File: src/rtl/qfix_pkg.sv
// Shared definitions for the sign-magnitude fixed-point (N, Q) datapath stages.
// Defaults, divider FSM states and small constant helpers; no logic of its own.
package qfix_pkg;

    localparam int QFIX_Q = 15;
    localparam int QFIX_N = 32;

    typedef enum logic [1:0] {
        IDLE,
        RUN,
        DONE
    } qdiv_state_t;

    // Largest positive sign-magnitude value {1'b0, all ones}, caller narrows to N bits.
    function automatic logic [63:0] qfix_sat(input int n);
        return (64'd1 << (n - 1)) - 64'd1;
    endfunction

    function automatic int qfix_iters(input int n, input int q);
        return n + q - 1;
    endfunction

endpackage

File: src/rtl/qdiv_step.sv
// One restoring-division step: shift a numerator bit into the remainder, subtract if it fits.
// Purely combinational; the caller owns all state and flow control.
module qdiv_step #(
    parameter int N = 32
) (
    input  logic [N-1:0] i_rem,
    input  logic         i_bit,
    input  logic [N-2:0] i_div,
    output logic [N-1:0] o_rem,
    output logic         o_qbit
);

    logic [N:0] w_sh;
    logic [N:0] w_div;

    always_comb begin
        w_sh  = {i_rem, i_bit};
        w_div = {2'b00, i_div};
        if (w_sh >= w_div) begin
            o_qbit = 1'b1;
            o_rem  = N'(w_sh - w_div);
        end else begin
            o_qbit = 1'b0;
            o_rem  = w_sh[N-1:0];
        end
    end

endmodule

File: src/rtl/qdiv.sv
// Sequential sign-magnitude Q-format divider, one quotient bit per clock, N+Q-1 cycle latency.
// start/done handshake: i_start is ignored while busy; results hold until the next completion.
module qdiv
    import qfix_pkg::*;
#(
    parameter int Q = QFIX_Q,
    parameter int N = QFIX_N
) (
    input  logic         clk,
    input  logic         rst,
    input  logic         i_start,
    input  logic [N-1:0] i_dividend,
    input  logic [N-1:0] i_divisor,
    input  logic         i_ovr,
    output logic         o_busy,
    output logic         o_done,
    output logic [N-1:0] o_quotient,
    output logic         o_ovr,
    output logic         o_dbz
);

    localparam int NW = N - 1 + Q;
    localparam int CW = $clog2(N + Q);
    localparam logic [N-1:0]  SAT   = N'(qfix_sat(N));
    localparam logic [CW-1:0] ITERS = CW'(qfix_iters(N, Q));

    qdiv_state_t r_state;
    qdiv_state_t w_state_nxt;

    logic          r_sign;
    logic          r_iovr;
    logic          r_dbz;
    logic [NW-1:0] r_num;
    logic [NW-2:0] r_quo;
    logic [N-1:0]  r_rem;
    logic [N-2:0]  r_div;
    logic [CW-1:0] r_cnt;

    logic          r_busy;
    logic          r_done;
    logic [N-1:0]  r_q;
    logic          r_ovr;
    logic          r_dbz_o;

    logic          w_accept;
    logic          w_last;
    logic          w_qbit;
    logic [N-1:0]  w_rem_nxt;
    logic [NW-1:0] w_raw_nxt;
    logic          w_sat;
    logic [N-2:0]  w_mag;
    logic          w_sign;
    logic [N-1:0]  w_res_q;
    logic          w_res_ovr;
    logic          w_res_dbz;
    logic          w_busy_nxt;

    assign w_accept = i_start && (r_state != RUN);
    assign w_last   = (r_state == RUN) && (r_dbz || (r_cnt == CW'(1)));

    qdiv_step #(.N(N)) u_step (
        .i_rem  (r_rem),
        .i_bit  (r_num[NW-1]),
        .i_div  (r_div),
        .o_rem  (w_rem_nxt),
        .o_qbit (w_qbit)
    );

    always_ff @(posedge clk or negedge rst) begin
        if (!rst) begin
            r_state <= IDLE;
        end else begin
            r_state <= w_state_nxt;
        end
    end

    always_comb begin
        w_state_nxt = r_state;
        case (r_state)
            IDLE:    if (i_start) w_state_nxt = RUN;
            RUN:     if (w_last)  w_state_nxt = DONE;
            DONE:    w_state_nxt = i_start ? RUN : IDLE;
            default: w_state_nxt = IDLE;
        endcase
    end

    // Result is formed from the final step so it can be registered on the same edge.
    always_comb begin
        w_raw_nxt = {r_quo, w_qbit};
        w_sat     = |w_raw_nxt[NW-1:N-1];
        if (r_dbz) begin
            w_mag     = SAT[N-2:0];
            w_sign    = r_sign & (|r_num);
            w_res_ovr = 1'b1;
            w_res_dbz = 1'b1;
        end else begin
            w_mag     = w_sat ? SAT[N-2:0] : w_raw_nxt[N-2:0];
            w_sign    = r_sign & (|w_mag);
            w_res_ovr = w_sat | r_iovr;
            w_res_dbz = 1'b0;
        end
        w_res_q    = {w_sign, w_mag};
        w_busy_nxt = (w_state_nxt == RUN);
    end

    always_ff @(posedge clk or negedge rst) begin
        if (!rst) begin
            r_sign  <= 1'b0;
            r_iovr  <= 1'b0;
            r_dbz   <= 1'b0;
            r_num   <= '0;
            r_quo   <= '0;
            r_rem   <= '0;
            r_div   <= '0;
            r_cnt   <= '0;
            r_busy  <= 1'b0;
            r_done  <= 1'b0;
            r_q     <= '0;
            r_ovr   <= 1'b0;
            r_dbz_o <= 1'b0;
        end else begin
            if (w_accept) begin
                r_sign <= i_dividend[N-1] ^ i_divisor[N-1];
                r_iovr <= i_ovr;
                r_dbz  <= (i_divisor[N-2:0] == '0);
                r_num  <= {i_dividend[N-2:0], {Q{1'b0}}};
                r_div  <= i_divisor[N-2:0];
                r_quo  <= '0;
                r_rem  <= '0;
                r_cnt  <= ITERS;
            end else if ((r_state == RUN) && !r_dbz) begin
                r_num <= {r_num[NW-2:0], 1'b0};
                r_quo <= w_raw_nxt[NW-2:0];
                r_rem <= w_rem_nxt;
                r_cnt <= r_cnt - CW'(1);
            end
            if (w_last) begin
                r_q     <= w_res_q;
                r_ovr   <= w_res_ovr;
                r_dbz_o <= w_res_dbz;
            end
            r_done <= w_last;
            r_busy <= w_busy_nxt;
        end
    end

    assign o_busy     = r_busy;
    assign o_done     = r_done;
    assign o_quotient = r_q;
    assign o_ovr      = r_ovr;
    assign o_dbz      = r_dbz_o;

endmodule
File: config.mk
export PLATFORM = sky130hd
export DESIGN_NAME = qdiv
export DESIGN_NICKNAME = d
export VERILOG_FILES = /design/src/rtl/qfix_pkg.sv /design/src/rtl/qdiv_step.sv /design/src/rtl/qdiv.sv
export SDC_FILE = /design/constraint.sdc
export NUM_CORES = 1
export LEC_CHECK = 0
export BUFFER_PORTS_ARGS = -buffer_cell sky130_fd_sc_hd__buf_2
export CORE_ASPECT_RATIO = 1.75
export CORE_MARGIN = 2
export CORE_UTILIZATION = 30
export CTS_CLUSTER_SIZE = 30
export DETAILED_ROUTE_END_ITERATION = 8
export PLACE_DENSITY = 0.52
export SYNTH_ARGS = -nofsm -noshare
export SYNTH_HDL_FRONTEND = slang
export SYNTH_HIERARCHICAL = 1
export SYNTH_SLANG_ARGS = --single-unit
File: constraint.sdc
create_clock -name clk -period 7.65 [get_ports clk]
set_input_delay 0.3825 -clock clk [delete_from_list [all_inputs] [get_ports clk]]
set_output_delay 0.3825 -clock clk [all_outputs]
set_load 0.02 [all_outputs]
## Word level (Yosys, flattened, before mapping)

Cells that the tools add are included.

- Memories kept: 0
- Bits in writable memories: 0
- ROM bits: 0
- Bits in latches: 0
- Register bits: 201
- Bits of input ports: 68

- Muxes and demuxes: 19
- Add/sub/neg operators: 2
- Bitwise operators: 4
- Equality and inequality tests: 5
- $lt $le $gt $ge: 1
- Shift operators: 0
- Reductions and logical operators: 11
- Div/mod/pow operators: 0
- Multiply operators: 0

Operators with widths:

| cell | count |
|---|---|
| $mux W32 | 3 |
| $mux W46 | 2 |
| $mux W45 | 2 |
| $mux W31 | 2 |
| $reduce_or A46 Y1 | 1 |
| $ge A33 B31 Y1 | 1 |
| $sub A32 B31 Y32 | 1 |
| $logic_not A31 Y1 | 1 |
| $reduce_or A31 Y1 | 1 |
| $reduce_or A15 Y1 | 1 |
| $mux W6 | 2 |
| $eq A6 B1 Y1 const B | 1 |
| $pmux W2 S3 | 1 |
| $sub A6 B1 Y6 const B | 1 |
| $mux W1 | 5 |
| $eq A2 B1 Y1 const B | 2 |
| $mux W2 | 2 |
| $logic_and A1 B1 Y1 | 3 |
| $and A1 B1 Y1 | 2 |
| $eq A2 B2 Y1 const B | 1 |
| $logic_not A2 Y1 | 1 |
| $ne A2 B1 Y1 const B | 1 |
| $reduce_bool A2 Y1 | 1 |
| $logic_not A1 Y1 | 1 |
| 3 further kinds | 3 |

## Logic depth before layout (Yosys ltp)

- Depth in word-level cells: 6
- Depth in mapped cells: 14
- Gate-level depth less buffers: 13

## By module

The synthesis kept the hierarchy.

Modules (own cells, without submodules):

| module | area each (um^2) | sequential area each (um^2) | cells an instance | times used |
|---|---|---|---|---|
| qdiv | 7205.7 | 4654.5 | 637 | 1 |
| qdiv_step | 2296.0 | 0.0 | 371 | 1 |

## Worst setup path after synthesis

Ideal clock, no wire load.

- Path kind: register to register
- From: reg r_rem[2]
- To: reg r_q[31], in the netlist o_quotient[31]
- Slack: 4.737 ns
- Clock period less this slack: 2.913 ns
- Arrival: 2.778 ns
- Cell stages (with the launch flop): 13
- Cell sequence: dfrtp_1 > ha_1 > a21o_1 > a21oi_2 > a311oi_1 > a21o_1 > a211o_1 > a41oi_4 > inv_2 > nor4_1 > nand4_1 > nor4_1 > o22ai_1

- Longest elaborated chain between the ends: 6

Ends and longest elaborated chain:

| element | line | RTL |
|---|---|---|
| from (decl) | qdiv.sv:35 | `logic [N-1:0] r_rem;` |
| from (signal assigned) | qdiv.sv:134 | `r_rem <= w_rem_nxt;` |
| $ge A33 B31 Y1 | qdiv_step.sv:19 | `if (w_sh >= w_div) begin` |
| $mux W1 | qdiv_step.sv:19 |  |
| via w_qbit | qdiv.sv:47 | `logic w_qbit;` |
| $mux W31 | qdiv.sv:97 | `w_mag = w_sat ? SAT[N-2:0] : w_raw_nxt[N-2:0];` |
| $reduce_or A31 Y1 | qdiv.sv:98 | `w_sign = r_sign & (\|w_mag);` |
| $and A1 B1 Y1 | qdiv.sv:98 |  |
| $mux W1 | qdiv.sv:91 | `if (r_dbz) begin` |
| to (signal assigned) | qdiv.sv:138 | `r_q <= w_res_q;` |
| to (decl) | qdiv.sv:41 | `logic [N-1:0] r_q;` |

The timed path passes the listed nets, and every way through them passes these cells.
A chain may end at the register's enable or synchronous reset.

## Final worst setup path

- From: reg r_rem[4]
- To: reg r_q[31], in the netlist o_quotient[31]

Same word-level chain as after synthesis.

==> flow_summary.json <==
{
  "run_status": "finished, final reports clean",
  "place.port_buffers": 103,
  "die_w_um": 138.5,
  "cts_tree": "built",
  "skew_ps": 9.135,
  "fin_area_um2": 11010,
  "hold_path_class": "input port to asynchronous set/reset pin",
  "wl_mm": 26.26,
  "ys.flop_type": "dfrtp_1",
  "grtUsageTotal": 0.1593,
  "start_util": 0.3034,
  "drc": 0,
  "area_delta_synth_final_pct": 15.91,
  "post-route-period-util": 0.4352,
  "wl_met3_um": 694,
  "cts.clk_slew.worst_paths_ps": 70,
  "insertion_delay_ps": 450,
  "wl_met1_mm": 10.48,
  "io_pins": 104,
  "ys_async_sr_fraction": 1.000,
  "grt_overflow": 0,
  "slowest_delay_ps": 400,
  "synth_cell_types": 57,
  "required_ps": 7960,
  "die-height_um": 239.4,
  "cp_max_fo": 11,
  "worst_pin_slew_ps": 988.3,
  "h-tree-depth": 4,
  "vias": 7832,
  "placed_cell_area_um2": 10380,
  "grt_max_degree": 109,
  "cts_root_buffer": "clkbuf_16",
  "whs_ps": 14.10,
  "relSlewSlack": 0.3411,
  "cts_sinks": 186,
  "drv_cap": 0,
  "top_layer": "met4",
  "p_per_area_nw_per_um2": 181.4,
  "antenna_found_initial": 3,
  "place_hpwl_mm": 18.35,
  "finalCriticalPeriod_ps": 3329,
  "peakVddDrop_mv": 0.1631,
  "crit_slowest_cell": "dfrtp_1",
  "dr.pass1.iters": 4,
  "setup_viol": 0,
  "wl_per_cell_um": 17.59,
  "startpoint_type": "flop",
  "fmax_ghz": 0.3004,
  "placementRows": 86,
  "synth-seq-area-share": 0.4899,
  "total_power_mw": 1.998,
  "drv_slew": 0,
  "syn_area_um2": 9502,
  "dieArea_um2": 33170,
  "cp-end-kind": "flop",
  "detail-route-antenna-nets": 0,
  "drt_iter0_drc": 403,
  "hold_viol_final": 0,
  "rsz0062_at_grt": "no",
  "drive_above_1_share": 0.1435,
  "worstPathArrival_ps": 3640,
  "path_class": "flop to flop",
  "crit_top_cell": "nor4_1",
  "hold_buffers": 0,
  "synth.avg_cell_area_um2": 9.426,
  "mostFrequentLayoutCells": "nand2_1 (209), dfrtp_1 (186), buf_2 (102)",
  "route.met2.wl_mm": 14.25,
  "post_cts_resized": 0,
  "final_common_cell": "nand2_1",
  "synth_warnings": 6,
  "cellLeakagePower_nw": 5.251,
  "cp_cell_sequence": "ha_1 > o21a_1 > o211ai_1 > a311oi_1 > a21o_1 > a211o_1 > a41oi_4 > inv_2 > nor4_1 > nand4_1 > nor4_1 > o22ai_1",
  "synth-seq-cells": 186,
  "grt_pass1_vias": 7868,
  "nFillCells": 3238,
  "totalNegativeSetupSlack_ps": 0,
  "post-cts-setup-buffer-count": 0,
  "synth-edff-count": 0,
  "nNetsFinal": 1184,
  "syn_inst": 1008,
  "viasPerCell": 5.246,
  "cts_buffers": 17,
  "core_area_um2": 31310,
  "grt_pass1_wl_mm": 41.87,
  "syn_nets": 1110,
  "cts_max_path_buffers": 2,
  "place.gp.congestion": 0.8563
}
flip-flops by register name (all words and copies together) (netlist names):
name,flops
o_dbz,1
r_num,31
r_sign,1
o_quotient,32
o_done,1
o_ovr,1
r_rem,32
r_dbz,1
r_state,2
r_div,31
r_quo,45
r_cnt,6
o_busy,1
r_iovr,1
worst paths after layout:
path | from | end | slack, ps | cells after the start
worst max-delay path | r_rem[4] | o_quotient[31] | 4320 | 12
worst min-delay path | rst | r_num[23] | 10 | 1
worst max register to register | r_rem[4] | o_quotient[31] | 4320 | 12
worst min register to register | r_div[16] | r_div[16] | 470 | 2
max in group asynchronous | rst | r_quo[33] | 6080 | 2
min in group clk | i_ovr | r_iovr | 120 | 3
metrics by stage:
step / util / setup slack [ps] / cells
global route: 0.3517 / 4014 / 1493
floorplan: - / 4737 / 1008
CTS: 0.3515 / 4316 / 1490
global placement: 0.3313 / 4352 / 1459
finish: 0.3517 / 4321 / 1493
detailed placement: 0.3313 / 4336 / 1459
critical path, delay by kind of cell, from the launching register on:
kind	cells	cell delay, ps
compound gates	7	1580
flops	1	400
simple gates	3	640
buf+inv	1	170
fa+ha+maj	1	390
synthesized netlist by cell type, types with 3 or more instances:
cell        n  area, um2
o211ai_1    6      45.04
nand4_1    12      75.07
a211oi_1    3      22.52
nor2_1     37      138.9
ha_1       33      412.9
or3_1       3      18.77
and3_1      5      31.28
o31ai_1     4      30.03
clkbuf_1   39      146.4
nor4_1     30      187.7
o21a_1      4      30.03
nor4b_1     3      26.28
nand2b_1    7      43.79
o21bai_1    4      30.03
nand3_1     7      35.03
or2_2       4      25.02
xor2_1     12      105.1
nor3_1     21      105.1
inv_1      49      183.9
nand2_1   209      784.5
o22ai_1     5      31.28
o21ai_0    60      300.3
a21oi_1    40      200.2
xnor2_1    19      166.4
nor3b_1     4      30.03
and2_1      4      25.02
buf_2       8      40.04
nand4b_1    3      26.28
buf_1       9      33.78
dfrtp_1   186       4654
o22a_1     19      166.4
a22oi_1    28      210.2
a31oi_1     7      43.79
a22o_1     78      683.2
a21o_1     18      135.1
area by class of cell:
class | count | area [um2] | area share
sequential | 186 | 4654 | 0.4226
multi-input combinational | 715 | 4446 | 0.4037
timing repair buffer | 112 | 591.8 | 0.05374
tap | 396 | 495.5 | 0.04499
clock buffer | 19 | 442.9 | 0.04022
clock inverter | 12 | 187.7 | 0.01704
inverter | 50 | 187.7 | 0.01704
antenna | 3 | 7.507 | 0.0006817
cells by family after synthesis:
family          after synthesis  synth area share
flops                       186            0.4899
compound gates              292            0.2199
xor+xnor                     31           0.02858
buf+inv                     107           0.04411
fa+ha+maj                    34           0.04556
mux                           2          0.002370
simple gates                356            0.1696
where the power goes:
group | internal, mW | leakage, nW | switching, mW | total [mW]
clock network | 0.560 | 0.306 | 0.411 | 0.971
logic | 0.0139 | 2.60 | 0.0297 | 0.0436
registers | 0.983 | 2.34 | 0 | 0.983
total | 1.56 | 5.25 | 0.441 | 2.00
metal layers:
metal / global-route usage / vias up
met1: 0.1732 / 3864
met5: 0 / -
met2: 0.2984 / 159
met3: 0.02899 / 41
met4: 0.07297 / 0
li1: - / 3768
Note: power is estimated with default switching activity, not from simulation.
